$ cat src/rtl/led_trig_gen.sv
// led_trig_gen: NUM_CH independent, run-time configurable blink/trigger channels.
// Each channel runs a half-period counter. The counter's wrap events drive a
// square-wave LED, a strobe, or a single-shot pulse. Every output is registered.
module led_trig_gen #(
    parameter int          NUM_CH   = 4,
    parameter int          CNT_W    = 32,
    parameter int unsigned DEF_HALF = 32'd16777216,
    parameter int          DEF_MODE = 1,
    localparam int         CH_W     = (NUM_CH > 1) ? $clog2(NUM_CH) : 1
) (
    input  logic              fpga_clk_in,
    input  logic              fpga_rst,
    input  logic              cfg_wr,
    input  logic [CH_W-1:0]   cfg_ch,
    input  logic [1:0]        cfg_mode,
    input  logic [CNT_W-1:0]  cfg_half,
    input  logic              sync_clr,
    output logic              cfg_ack,
    output logic              cfg_err,
    output logic [NUM_CH-1:0] led_out,
    output logic [NUM_CH-1:0] exti_trig
);

    typedef enum logic [1:0] {
        MODE_OFF     = 2'd0,
        MODE_SQUARE  = 2'd1,
        MODE_STROBE  = 2'd2,
        MODE_ONESHOT = 2'd3
    } mode_e;

    localparam mode_e            RST_MODE = mode_e'(2'(DEF_MODE));
    localparam logic [CNT_W-1:0] RST_HALF = CNT_W'(DEF_HALF);

    // An index past the last channel is rejected. This only matters when
    // NUM_CH is not a power of two.
    logic ch_valid;
    assign ch_valid = ({1'b0, cfg_ch} < (CH_W + 1)'(NUM_CH));

    logic ack_q, ack_d;
    logic err_q, err_d;

    // Accept or reject a write; the result appears one cycle later.
    always_comb begin
        ack_d = cfg_wr && ch_valid;
        err_d = cfg_wr && !ch_valid;
    end

    // Register the acknowledge and error pulses. Reset drops a pending pulse.
    always_ff @(posedge fpga_clk_in) begin
        if (fpga_rst) begin
            ack_q <= 1'b0;
            err_q <= 1'b0;
        end else begin
            ack_q <= ack_d;
            err_q <= err_d;
        end
    end

    assign cfg_ack = ack_q;
    assign cfg_err = err_q;

    generate
        for (genvar gi = 0; gi < NUM_CH; gi++) begin : g_ch
            mode_e            mode_q, mode_d;
            logic [CNT_W-1:0] half_q, half_d;
            logic [CNT_W-1:0] cnt_q, cnt_d;
            logic             level_q, level_d;
            logic             led_q, led_d;
            logic             trig_q, trig_d;
            logic             wr_hit;
            logic [CNT_W-1:0] last_cnt;
            logic             wrap;

            assign wr_hit = cfg_wr && (cfg_ch == CH_W'(gi));
            // A half-period of 0 behaves like 1: the counter wraps on every edge.
            assign last_cnt = (half_q == '0) ? '0 : (half_q - CNT_W'(1));
            assign wrap     = (cnt_q == last_cnt);

            // Next state of the channel. Priority order: config write, then sync
            // clear, then normal counting. Pulses default to low.
            always_comb begin
                mode_d  = mode_q;
                half_d  = half_q;
                cnt_d   = cnt_q;
                level_d = level_q;
                led_d   = 1'b0;
                trig_d  = 1'b0;
                if (wr_hit) begin
                    // The write restarts the phase and takes priority over a
                    // wrap on this same edge, so no pulse is emitted.
                    mode_d  = mode_e'(cfg_mode);
                    half_d  = cfg_half;
                    cnt_d   = '0;
                    level_d = 1'b0;
                end else if (sync_clr) begin
                    cnt_d   = '0;
                    level_d = 1'b0;
                end else begin
                    unique case (mode_q)
                        MODE_OFF: begin
                            cnt_d   = '0;
                            level_d = 1'b0;
                        end
                        MODE_SQUARE: begin
                            if (wrap) begin
                                cnt_d   = '0;
                                level_d = ~level_q;
                                trig_d  = ~level_q;
                            end else begin
                                cnt_d = cnt_q + CNT_W'(1);
                            end
                            led_d = level_d;
                        end
                        MODE_STROBE: begin
                            level_d = 1'b0;
                            if (wrap) begin
                                cnt_d  = '0;
                                led_d  = 1'b1;
                                trig_d = 1'b1;
                            end else begin
                                cnt_d = cnt_q + CNT_W'(1);
                            end
                        end
                        MODE_ONESHOT: begin
                            level_d = 1'b0;
                            if (wrap) begin
                                cnt_d  = '0;
                                led_d  = 1'b1;
                                trig_d = 1'b1;
                                mode_d = MODE_OFF;
                            end else begin
                                cnt_d = cnt_q + CNT_W'(1);
                            end
                        end
                        default: begin
                            cnt_d   = '0;
                            level_d = 1'b0;
                        end
                    endcase
                end
            end

            // Channel state register. Reset restores the default mode and rate.
            always_ff @(posedge fpga_clk_in) begin
                if (fpga_rst) begin
                    mode_q  <= RST_MODE;
                    half_q  <= RST_HALF;
                    cnt_q   <= '0;
                    level_q <= 1'b0;
                    led_q   <= 1'b0;
                    trig_q  <= 1'b0;
                end else begin
                    mode_q  <= mode_d;
                    half_q  <= half_d;
                    cnt_q   <= cnt_d;
                    level_q <= level_d;
                    led_q   <= led_d;
                    trig_q  <= trig_d;
                end
            end

            assign led_out[gi]   = led_q;
            assign exti_trig[gi] = trig_q;
        end
    endgenerate

endmodule

$ cat config.mk
export PLATFORM = sky130hd
export DESIGN_NAME = led_trig_gen
export DESIGN_NICKNAME = d
export VERILOG_FILES = /design/src/rtl/led_trig_gen.sv
export SDC_FILE = /design/constraint.sdc
export NUM_CORES = 1
export LEC_CHECK = 0
export CAP_MARGIN = 15
export CORE_MARGIN = 2
export CORE_UTILIZATION = 34
export DETAILED_ROUTE_END_ITERATION = 8
export PLACE_DENSITY = 0.48
export SKIP_LAST_GASP = 1
export SLEW_MARGIN = 15
export SYNTH_ARGS = -nofsm -noshare
export SYNTH_HDL_FRONTEND = slang
export SYNTH_SLANG_ARGS = --single-unit
$ cat constraint.sdc
create_clock -name fpga_clk_in -period 6.8 [get_ports fpga_clk_in]
set_input_delay 1.36 -clock fpga_clk_in [delete_from_list [all_inputs] [get_ports fpga_clk_in]]
set_output_delay 1.36 -clock fpga_clk_in [all_outputs]
set_load 0.05 [all_outputs]
# Word-level counts from Yosys, hierarchy flattened
# Index checks and enable logic that the tools add are counted.
# word_totals
mem_bits_ro	0
in_bits	40
latchBits	0
mem_bits_rw	0
ff_bits	277
memories	0
out_inout_bits	10
# op_classes
n_shift	0
bitwise	4
multipliers	0
n_addsub	8
n_mux	52
div	0
n_eq_ne	23
n_reduce_logical	41
n_lt_le_gt_ge	0
# ops
cell	n
$mux 32	8
$pmux 32 s2	4
$add 32x1->32 const B	4
$eq 32x32->1	4
$logic_not 32->1	4
$sub 32x1->32 const B	4
$reduce_or 3->1	12
$mux 2	16
$pmux 1 s2	12
$eq 2x2->1 const B	10
$reduce_bool 2->1	8
$mux 1	12
$reduce_and 3->1	4
$eq 2x1->1 const B	5
$logic_not 2->1	5
$ne 2x1->1 const B	4
$reduce_or 2->1	4
$logic_and 1x1->1	4
$not 1->1	4

# Depth between registers and ports, before layout
# Gate-level depths: netlist of run 1.
# depth
depth_word	7
ltp_mapped	18
depth_no_buf	14

# Worst setup path before layout of run 1
# Ideal clock, no wire load.
# synth_path
kind	register to register
startpoint	reg g_ch[0].half_q[0]
endpoint	reg g_ch[0].led_q
n_path_buf	1
path_slack_ns	2.783
stages_incl_launch_ff	16
arrival_ns	3.894
required_time_ns	6.677
setup_time_ns	0.123
cell_sequence	dfxtp_1 -> inv_1 -> ha_1 -> or3b_2 -> clkbuf_1 -> or3_1 -> a31o_2 -> a211o_1 -> nor4_1 -> nand4b_1 -> or4b_1 -> a2111oi_0 -> ha_1 -> nor2_1 -> and3_1 -> or2_2
# synth_between
elab_chain_cells	5
# synth_rtl
item	line	source
start: declaration	65	logic [CNT_W-1:0] half_q, half_d;
start signal: assignment	154	half_q <= half_d;
$sub 32x1->32 or $logic_not 32->1 (tied branches)	76	assign last_cnt = (half_q == '0) ? '0 : (half_q - CNT_W'(1));
$mux 32 *	76	
$eq 32x32->1 *	77	assign wrap = (cnt_q == last_cnt);
$mux 1, on equally long branches	116, 126, 105	
$pmux 1 s2 *	99	unique case (mode_q)
end signal: assignment	157	led_q <= led_d;
end: declaration	68	logic led_q, led_d;
# Every way passes the cells marked *; elsewhere a longest branch is shown, timed or not.
# A chain may end at the register's enable or synchronous reset.

# Worst setup path in the final report of run 1
# Ends and elaborated chain as after synthesis.

==> summary.md, run 1 <==
| Metric | Value |
|---|---|
| Slew @ Worst Pin | 1.03 ns |
| Flops & latches, synth | 277 |
| DRC Markers | 0 |
| Status | finished clean |
| CP max FO | 15 |
| Setup Skew | 0.0136 ns |
| Arrival time at the worst endpoint | 5.72 ns |
| Power Total | 4470 uW |
| Die W | 236 microns |
| Die Y-Extent | 236 microns |
| Row cnt | 85 |
| GRT Total Usage | 21.2% |
| Net count, final | 2370 |
| CTS tree | done |
| Routed len/inst | 20.0 microns |
| Post-CTS Setup Bufs | 0 |
| First-pass GRT wire length | 93800 microns |
| Syn-to-layout area delta | 10.3% |
| Non-Filler Instances | 3035 |
| Routed Antenna Nets | 0 |
| Iter 0 DRT Violations | 1215 |
| Clock Latency Late Sink | 0.55 ns |
| Peak supply drop | 0.137 mV |
| Adder-cell share of the synthesized area | 0.821% |
| Via count | 17.4k |
| Final Wtd Congestion | 0.903 |
| Crit Path Category | flip-flop to flip-flop |
| Asr flop ratio synth | 0% |
| YS warnings | 0 |
| Post-Place Cells | 2977 |
| Largest family of logic cells by synthesized area | simple AND/OR/NAND/NOR gates |
| Number of global-route vias before repair | 15.9k |
| Setup tns final | 0 ns |
| Vias per cell | 5.74 |
| Setup crit start kind | flip-flop |
| Post-synthesis simple-gate area fraction | 34.9% |
| Static Leak | 0.00690 uW |
| RSZ-0062 raised after global routing | false |
| Setup Viol. Count Final | 0 |
| Remaining Overflow, GRT | 0 |
| CP required | 7.24 ns |
| Max Clk Rate | 0.189 GHz |
| Number of port buffers | 48 |
| Crit. End Element | flip-flop |
| Final hold violation count | 0 |
| Post-Syn Area | 18300 sq um |
| Final worst path period share | 77.7% |
| Clock Path Buffers | 3 |
| Layout cells sized above 1 | 6.89% |
| Initial antenna violation count | 0 |
| Hold buffers post-CTS | 0 |
| Max-slew violation count | 0 |
| Core area | 53500 sq um |
| Sequential share of the synthesized area | 30.3% |
| Netlist cell types | 97 |
| Mapped Cells | 2390 |
| Clock period minus worst slack | 5.28 ns |
| H-tree depth | 2 |
| Top FF cell, synth | dfxtp_1 |
| Drt pass-1 iters | 7 |
| XOR/XNOR share of the synthesized area | 11.9% |
| Tightest Hold Check Type | flip-flop to flip-flop |
| Hpwl dp | 44800 microns |
| TritonCTS buffer count | 35 |
| Largest net degree at the start of global routing | 62 |
| I/O pins | 50 |
| Slew headroom | 30.8% |
| Root Buffer | clkbuf_16 |
| CTS clock-pin slew for the worst setup and hold paths | 0.05 ns |
| Count of flip-flops with a built-in enable after synthesis | 0 |
| Power per Cell Area | 222 nW/um^2 |
| Max-cap viol count | 0 |
| Die area | 55700 sq um |
| CTS sink cnt | 277 |
| Multiplexer area fraction after synthesis | 1.22% |
| Compound-Gate Fraction of Synth Area | 15.7% |
| Cells resized by post-CTS repair | 0 |
| Syn_nets | 2442 |
| Starting density of the core | 34.2% |
| Avg Cell Area, Syn | 7.65 sq um |
| Routed wire length | 60600 microns |
where the power goes:
group | total, uW | internal, uW | switching (uW) | leakage, uW
clock network | 1910 | 1180 | 738 | 0.000574
logic | 851 | 318 | 534 | 0.00408
registers | 1710 | 1650 | 54.6 | 0.00224
cell type report:
| cell class | count | area, sq um |
|---|---|---|
| Clock buffer | 54 | 1100 |
| Clock inverter | 3 | 65.1 |
| Sequential cell | 277 | 5550 |
| Multi-Input combinational cell | 1896 | 11800 |
| Timing Repair Buffer | 67 | 621 |
| Antenna cell | 1 | 2.50 |
| Tap cell | 696 | 871 |
| Fill cell | 5581 | 33300 |
| Inverter | 41 | 154 |
through the flow:
| step | cell area (sq um) | util [%] | hold WS, ns | setup slack (ns) |
|---|---|---|---|---|
| floorplan | 18300 | - | 0.444 | 2.78 |
| global placement | 19000 | 35.5 | 0.462 | 1.67 |
| detailed placement | 19000 | 35.5 | 0.482 | 1.59 |
| CTS | 20200 | 37.7 | 0.490 | 1.58 |
| global route | 20200 | 37.7 | 0.520 | 0.917 |
| finish | 20200 | 37.7 | 0.481 | 1.52 |
worst paths after layout:
check,start,to,slack [ns],cells past startpoint
max,g_ch[0].half_q[0],g_ch[0].led_q,1.52,14
min,g_ch[3].half_q[29],g_ch[3].half_q[29],0.48,2
max reg2reg,g_ch[0].half_q[0],g_ch[0].led_q,1.52,14
min reg2reg,g_ch[3].half_q[29],g_ch[3].half_q[29],0.48,2
sequential cells by signal, summed over array words and instances (netlist names):
| name | flops |
|---|---|
| g_ch.led_q | 4 |
| g_ch.trig_q | 4 |
| g_ch.mode_q | 8 |
| g_ch.level_q | 4 |
| cfg_ack | 1 |
| g_ch.cnt_q | 128 |
| g_ch.half_q | 128 |
cell usage in the layout (no fill, tap or decap), drive strengths merged, types with 13 or more instances in the layout:
cell type | Yosys | final
a2111oi | 13 | 13
a211oi | 20 | 20
a21oi | 160 | 160
and3 | 40 | 40
and4 | 15 | 15
buf | 46 | 20
clkbuf | 130 | 54
clkdlybuf4s50 | 0 | 47
dfxtp | 277 | 277
inv | 41 | 41
mux2i | 19 | 19
nand2 | 365 | 365
nand2b | 21 | 21
nand3 | 99 | 99
nand4 | 64 | 64
nor2 | 178 | 178
nor2b | 17 | 17
nor3 | 140 | 140
nor3b | 20 | 20
nor4 | 76 | 76
o21a | 18 | 18
o21ai | 45 | 45
o31ai | 19 | 19
or2 | 17 | 17
or3 | 37 | 37
or4 | 50 | 50
xnor2 | 100 | 100
xor2 | 120 | 120
critical path: stages, from the launching register on:
cell	delay, ns
dfxtp_1	0.35
inv_1	0.07
ha_1	0.20
nor3b_1	0.61
nand4_1	0.60
nor3_2	0.94
nor2_1	0.14
o32ai_1	0.33
a21boi_0	0.22
or4b_1	0.52
a2111oi_0	0.48
ha_1	0.20
nor2_1	0.04
and3_1	0.18
or2_2	0.29
synthesized netlist by cell type (11+ instances only):
library cell,count,share of area [%]
dfxtp_1,277,30
nor3_1,138,3.8
or3_1,36,1.2
o21a_1,18,0.74
a21oi_1,160,4.4
nor4_1,67,2.3
nor2b_1,17,0.58
or2_2,16,0.55
and3_1,40,1.4
and2_1,12,0.41
ha_1,12,0.82
and4_1,15,0.72
buf_2,14,0.38
clkbuf_1,129,2.6
or4_1,47,1.9
nand3_1,99,2.7
nor2_2,30,1.0
xnor2_1,100,4.8
nor2_1,148,3.0
buf_1,11,0.23
a2111oi_0,12,0.57
nor3b_1,20,0.82
buf_4,12,0.49
o31ai_1,18,0.74
nand4_1,64,2.2
nand2b_1,21,0.72
o21ai_0,40,1.1
nand2_1,365,7.5
inv_1,41,0.84
o31a_1,11,0.53
a211oi_1,20,0.82
xor2_1,120,5.7
mux2i_1,19,1.0
cells by family after synthesis:
kind of cell | after synthesis
buffers and inverters | 217
AO/OA/AOI/OAI | 423
flip-flops | 277
other | 1
adder cells (fa/ha/maj) | 12
AND/OR/NAND/NOR | 1207
XOR/XNOR | 231
multiplexers | 22
per-layer routing:
| layer | share of wire, % | track usage, % | up-vias |
|---|---|---|---|
| li1 | - | - | 8504 |
| met1 | 48 | 30.2 | 8393 |
| met4 | 3.2 | 7.35 | 0 |
| met2 | 44 | 33.0 | 442 |
| met5 | 0 | 0 | - |
| met3 | 4.8 | 2.56 | 96 |
Note: power is estimated with default switching activity, not from simulation.
==> run 2, diff against run 1 <==
- PLACE_DENSITY: 0.48 -> 0.5
- clock period: 6.8 -> 4.8 ns (I/O delays scaled with it)
==> summary.md, run 2 (same netlist as run 1, synthesis figures left out) <==
| Metric | Value |
|---|---|
| Routed len/inst | 19.7 microns |
| Arrival time at the worst endpoint | 4.97 ns |
| Crit Path Category | flip-flop to flip-flop |
| Starting density of the core | 34.2% |
| Clock Latency Late Sink | 0.56 ns |
| Die area | 55700 sq um |
| Crit. End Element | flip-flop |
| Critical path's top delay family | simple AND/OR/NAND/NOR gates |
| Clk pwr share | 42.5% |
| Pre-CTS WS | 0.345 ns |
| Routed wire length | 60400 microns |
| Final Wtd Congestion | 0.900 |
| Power per Cell Area | 313 nW/um^2 |
| Max Clk Rate | 0.221 GHz |
| Die W | 236 microns |
| FF-to-FF setup slack | 0.28 ns |
| Worst hold slack | 0.479 ns |
| Root Buffer | clkbuf_16 |
| Setup Viol. Count Final | 0 |
| Stages on the worst setup path | 12 |
| TritonCTS buffer count | 35 |
| Sw power | 1900 uW |
| Comb power frac | 19.6% |
| Antenna diode count | 0 |
| DRC Markers | 0 |
| Iter 0 DRT Violations | 1222 |
| Metal-1 WL | 28700 microns |
| Reg power frac | 38.0% |
| Commonest cells after routing, fill and taps aside | nand2_1, dfxtp_1, a21oi_1, nor2_1, nor3_1 |
| CTS clock-pin slew for the worst setup and hold paths | 0.06 ns |
| Buf/Inv on CP | 0 |
| P_int | 4470 uW |
| Hold buffers post-CTS | 0 |
| Most frequent cell on the critical path | a2111oi_0 |
| Commonest non-fill, non-tap cell in the layout | nand2_1 |
| Die Y-Extent | 236 microns |
| Hpwl dp | 44800 microns |
| Via count | 17.4k |
| First-pass GRT wire length | 94600 microns |
| GRT Total Usage | 21.3% |
| Final hold violation count | 0 |
| H-tree depth | 2 |
| Max-slew violation count | 0 |
| Status | finished clean |
| Layout cells sized above 1 | 8.02% |
| Largest registers | g_ch.cnt_q x128, g_ch.half_q x128, g_ch.mode_q x8 |
| Number of port buffers | 48 |
| Switching share of power | 29.8% |
| Syn-to-layout area delta | 11.4% |
| Slowest CP cell | or4_4 |
| Drt pass-1 iters | 5 |
| I/O pins | 50 |
| Highest Signal Layer | met4 |
| Tightest Hold Check Type | flip-flop to flip-flop |
| Met2 Wirelength | 27400 microns |
| Worst reg2reg path depth | 12 |
| Peak supply drop | 0.178 mV |
| Row cnt | 85 |
| Post-CTS Setup Bufs | 0 |
| RSZ-0062 raised after global routing | false |
| CP cell instances | or4_4, or3_1, nor4_1, a211oi_1, a2111oi_0, nand4b_1, or4b_1, a2111oi_0, ha_1, nor2_1, and3_1, or2_2 |
| Hold Path Cell Cnt | 2 |
| CTS tree | done |
| Wire length on met3 | 2700 microns |
| Clock period minus worst slack | 4.52 ns |
| Routed Antenna Nets | 0 |
| Net count, final | 2395 |
| Filler cells | 5565 |
| Clock Path Buffers | 3 |
| Number of global-route vias before repair | 16.1k |
| Max-cap viol count | 0 |
| Worst path max stage delay | 0.62 ns |
| Setup crit start kind | flip-flop |
| Remaining Overflow, GRT | 0 |
| CP required | 5.25 ns |
| Core area | 53500 sq um |
| Largest net degree at the start of global routing | 73 |
| Slew @ Worst Pin | 0.856 ns |
| Setup Skew | 0.0147 ns |
| Vias per cell | 5.66 |
| Design area | 20400 sq um |
| Post-placement cell area | 19200 sq um |
| Initial antenna violation count | 0 |
| Worst Setup Slack, final | 0.284 ns |
| CTS sink cnt | 277 |
| Cells resized by post-CTS repair | 0 |
| Setup tns final | 0 ns |
| Final worst path period share | 94.1% |
| CP max FO | 13 |
| Slew headroom | 43.0% |
| Static Leak | 0.00702 uW |
## run 2: changes by cell type in the layout (fill, tap and decap cells not counted), sizes merged
| cell | delta |
|---|---|
| clkbuf | -1 |
| diode | -1 |
| clkinv | +3 |
| clkinvlp | +3 |
| buf | +25 |
## run 2: worst paths after layout
| check | end | from |
|---|---|---|
| worst max register to register | g_ch[0].led_q | g_ch[0].half_q[16] |
| worst min-delay path | g_ch[3].half_q[29] | g_ch[3].half_q[29] |
| worst min register to register | g_ch[3].half_q[29] | g_ch[3].half_q[29] |
| worst max-delay path | g_ch[0].led_q | g_ch[0].half_q[16] |
## run 2: worst min-delay path, delay by kind of cell, from the launching register on
family	cells	cell delay [ns]
AO/OA/AOI/OAI	1	0.06
flip-flops	1	0.32
AND/OR/NAND/NOR	1	0.06
## run 2: layout make-up
| cell class | count | area (sq um) | share of cell area [%] |
|---|---|---|---|
| Multi-Input combinational cell | 1896 | 11800 | 58.0 |
| Sequential cell | 277 | 5550 | 27.2 |
| Clock buffer | 53 | 1080 | 5.28 |
| Tap cell | 696 | 871 | 4.28 |
| Timing Repair Buffer | 92 | 808 | 3.97 |
| Inverter | 41 | 154 | 0.756 |
| Clock inverter | 9 | 103 | 0.504 |
## run 2: metrics by stage
stage,std cells,util [%],total power (uW)
floorplan,2390,-,3330
global placement,3002,35.9,3700
detailed placement,3002,35.9,3700
CTS,3064,38.1,6450
global route,3064,38.1,6670
finish,3064,38.1,6380
## run 2: per-layer routing
metal / GRT usage (%) / up-vias
li1: - / 8546
met1: 29.9 / 8336
met2: 34.1 / 379
met3: 2.38 / 91
met4: 6.85 / 0
met5: 0 / -
## run 2: power groups by stage
stage | registers [uW] | clock network, uW | logic [uW]
finish | 2420 | 2710 | 1250
global placement | 2470 | 0 | 1230
CTS | 2420 | 2790 | 1240
global route | 2430 | 2880 | 1360
floorplan | 2430 | 0 | 896
detailed placement | 2470 | 0 | 1230
==> run 3, diff against run 2 <==
- ABC_AREA: default -> 1
- CTS_BUF_LIST: default -> sky130_fd_sc_hd__clkbuf_4
- PLACE_DENSITY: 0.5 -> 0.48
- clock period: 4.8 -> 4.53 ns (I/O delays scaled with it)
==> summary.md, run 3 <==
| Metric | Value |
|---|---|
| Status | finished clean |
| Setup crit start kind | flip-flop |
| CTS clock-pin slew for the worst setup and hold paths | 0.07 ns |
| CTS sink cnt | 277 |
| Max-slew violation count | 0 |
| Initial antenna violation count | 3 |
| Vias per cell | 4.88 |
| Post-Syn Area | 18100 sq um |
| Mapped Cells | 2973 |
| CP cell instances | inv_1, ha_1, nand2_2, nor2_4, nand2_1, inv_1, nand2_1, buf_4, nand3_1, nand2_1, nand2_1, nand3_1, nor2_1, nand2_1, nor2_1, nand2_1, inv_1, ha_1, inv_1, nand4_1, nand2_1 |
| CP required | 5.29 ns |
| Final worst path period share | 83.9% |
| Clock Latency Late Sink | 0.84 ns |
| Avg Cell Area, Syn | 6.09 sq um |
| Setup Viol. Count Final | 0 |
| Via count | 18.5k |
| Sequential share of the synthesized area | 30.6% |
| Arrival time at the worst endpoint | 4.56 ns |
| Row cnt | 84 |
| CTS tree | done |
| Power per Cell Area | 325 nW/um^2 |
| Critical path's top delay family | simple AND/OR/NAND/NOR gates |
| Netlist cell types | 46 |
| Clock Path Buffers | 3 |
| Top FF cell, synth | dfxtp_1 |
| YS warnings | 0 |
| Hold buffers post-CTS | 0 |
| Buf/Inv on CP | 5 |
| Layout cells sized above 1 | 7.16% |
| Tightest Hold Check Type | flip-flop to flip-flop |
| Drt pass-1 iters | 5 |
| Max Clk Rate | 0.263 GHz |
| Final Wtd Congestion | 0.925 |
| Worst path max stage delay | 0.57 ns |
| Reg area | 5550 sq um |
| Top cell type's share of synthesized area | 30.6% |
| Count of flip-flops with a built-in enable after synthesis | 0 |
| H-tree depth | 3 |
| Core area | 52700 sq um |
| Design area | 20100 sq um |
| Crit. End Element | flip-flop |
| Slew headroom | 34.1% |
| TritonCTS buffer count | 83 |
| Root Buffer | clkbuf_4 |
| Die W | 235 microns |
| Commonest non-fill, non-tap cell in the layout | nand2_1 |
| Comb power frac | 21.5% |
| RSZ-0062 raised after global routing | false |
| Most frequent cell on the critical path | nand2_1 |
| Top cells by count, synth | nand2_1, nor2_1, inv_1 |
| Most frequent cell after synthesis | nand2_1 |
| DRC Markers | 0 |
| Crit Path Category | flip-flop to flip-flop |
| Clock period minus worst slack | 3.80 ns |
| Routed Antenna Nets | 0 |
| P_int | 4290 uW |
| GRT Total Usage | 22.8% |
| Filler cells | 5906 |
| Starting density of the core | 34.4% |
| I/O pins | 50 |
| Max-cap viol count | 0 |
| Flops & latches, synth | 277 |
| First-pass GRT wire length | 99800 microns |
| Clk pwr share | 39.1% |
| Final hold violation count | 0 |
| Slowest CP cell | nand2_1 |
| Hpwl dp | 48400 microns |
| Iter 0 DRT Violations | 1251 |
| Die Y-Extent | 235 microns |
| Remaining Overflow, GRT | 0 |
| Setup tns final | 0 ns |
| Setup Skew | 0.0422 ns |
| Top cells by area, synth | dfxtp_1, nand2_1, nor2_1 |
| CP max FO | 28 |
| Post-placement cell area | 19100 sq um |
| Syn_nets | 3025 |
| Net count, final | 3089 |
| Switching share of power | 34.5% |
| Syn-to-layout area delta | 11.2% |
| Multi-input combinational cell area | 10500 sq um |
| Routed len/inst | 16.5 microns |
| Area leader, netlist | dfxtp_1 |
| Static Leak | 0.00857 uW |
| Number of port buffers | 48 |
| Sw power | 2260 uW |
| Reg power frac | 39.4% |
| Number of global-route vias before repair | 17.8k |
| Commonest cells after routing, fill and taps aside | nand2_1, nor2_1, inv_1, dfxtp_1, nand3_1 |
| FF-to-FF setup slack | 0.73 ns |
| Routed wire length | 62700 microns |
| Die area | 55100 sq um |
| Peak supply drop | 0.156 mV |
| Cells resized by post-CTS repair | 0 |
| Asr flop ratio synth | 0% |
| Largest registers | g_ch.cnt_q x128, g_ch.half_q x128, g_ch.mode_q x8 |
| Post-CTS Setup Bufs | 0 |
| Largest net degree at the start of global routing | 69 |
| Slew @ Worst Pin | 0.986 ns |
## run 3: path summary, 6_finish.rpt
check | start | cells after the start | to
worst max-delay path | g_ch[0].half_q[0] | 21 | g_ch[0].led_q
worst min-delay path | g_ch[0].cnt_q[0] | 1 | g_ch[0].cnt_q[0]
worst max register to register | g_ch[0].half_q[0] | 21 | g_ch[0].led_q
worst min register to register | g_ch[0].cnt_q[0] | 1 | g_ch[0].cnt_q[0]
## run 3: per-stage QoR
stage	total power (uW)	worst slack (ns)	hold slack, ns	std cells	util, %
after CTS	6680	0.743	0.463	3790	38.2
after global routing	6990	0.368	0.488	3792	38.3
after floorplan	3600	1.97	0.426	2973	-
after detailed placement	4030	0.775	0.448	3640	36.2
after global placement	4030	0.786	0.452	3640	36.2
final	6550	0.727	0.461	3792	38.3
## run 3: cells by family after synthesis
family | count (synthesis) | share of synthesized area [%]
adder cells (fa/ha/maj) | 12 | 0.829
other | 1 | 0.0207
AND/OR/NAND/NOR | 1715 | 40.9
buffers and inverters | 484 | 11.2
flip-flops | 277 | 30.6
AO/OA/AOI/OAI | 353 | 10.2
XOR/XNOR | 131 | 6.34
## run 3: cell type report
class | instances | area share, %
multi-input cells | 2212 | 52.3
well taps | 688 | 4.27
repair buffers | 62 | 2.97
diodes | 2 | 0.0248
clock inverters | 26 | 0.770
flip-flops and latches | 277 | 27.5
inverters | 401 | 7.47
clock buffers | 124 | 4.62
## run 3: power groups by stage
stage | Clock, uW | Sequential (uW) | Combinational [uW]
global placement | 0 | 2630 | 1400
global route | 2790 | 2590 | 1610
CTS | 2690 | 2580 | 1410
detailed placement | 0 | 2630 | 1400
floorplan | 0 | 2610 | 991
finish | 2560 | 2580 | 1410
## run 3: metal layers
metal  GRT usage [%]  vias up  part of all wire, %  wire [microns]
li1                -     9622                    -               -
met1            31.9     8363                   49           30900
met2            35.5      395                   43           27200
met3            3.69      106                  4.3            2690
met4            7.58        0                  3.0            1910
met5               0        -                    0               0
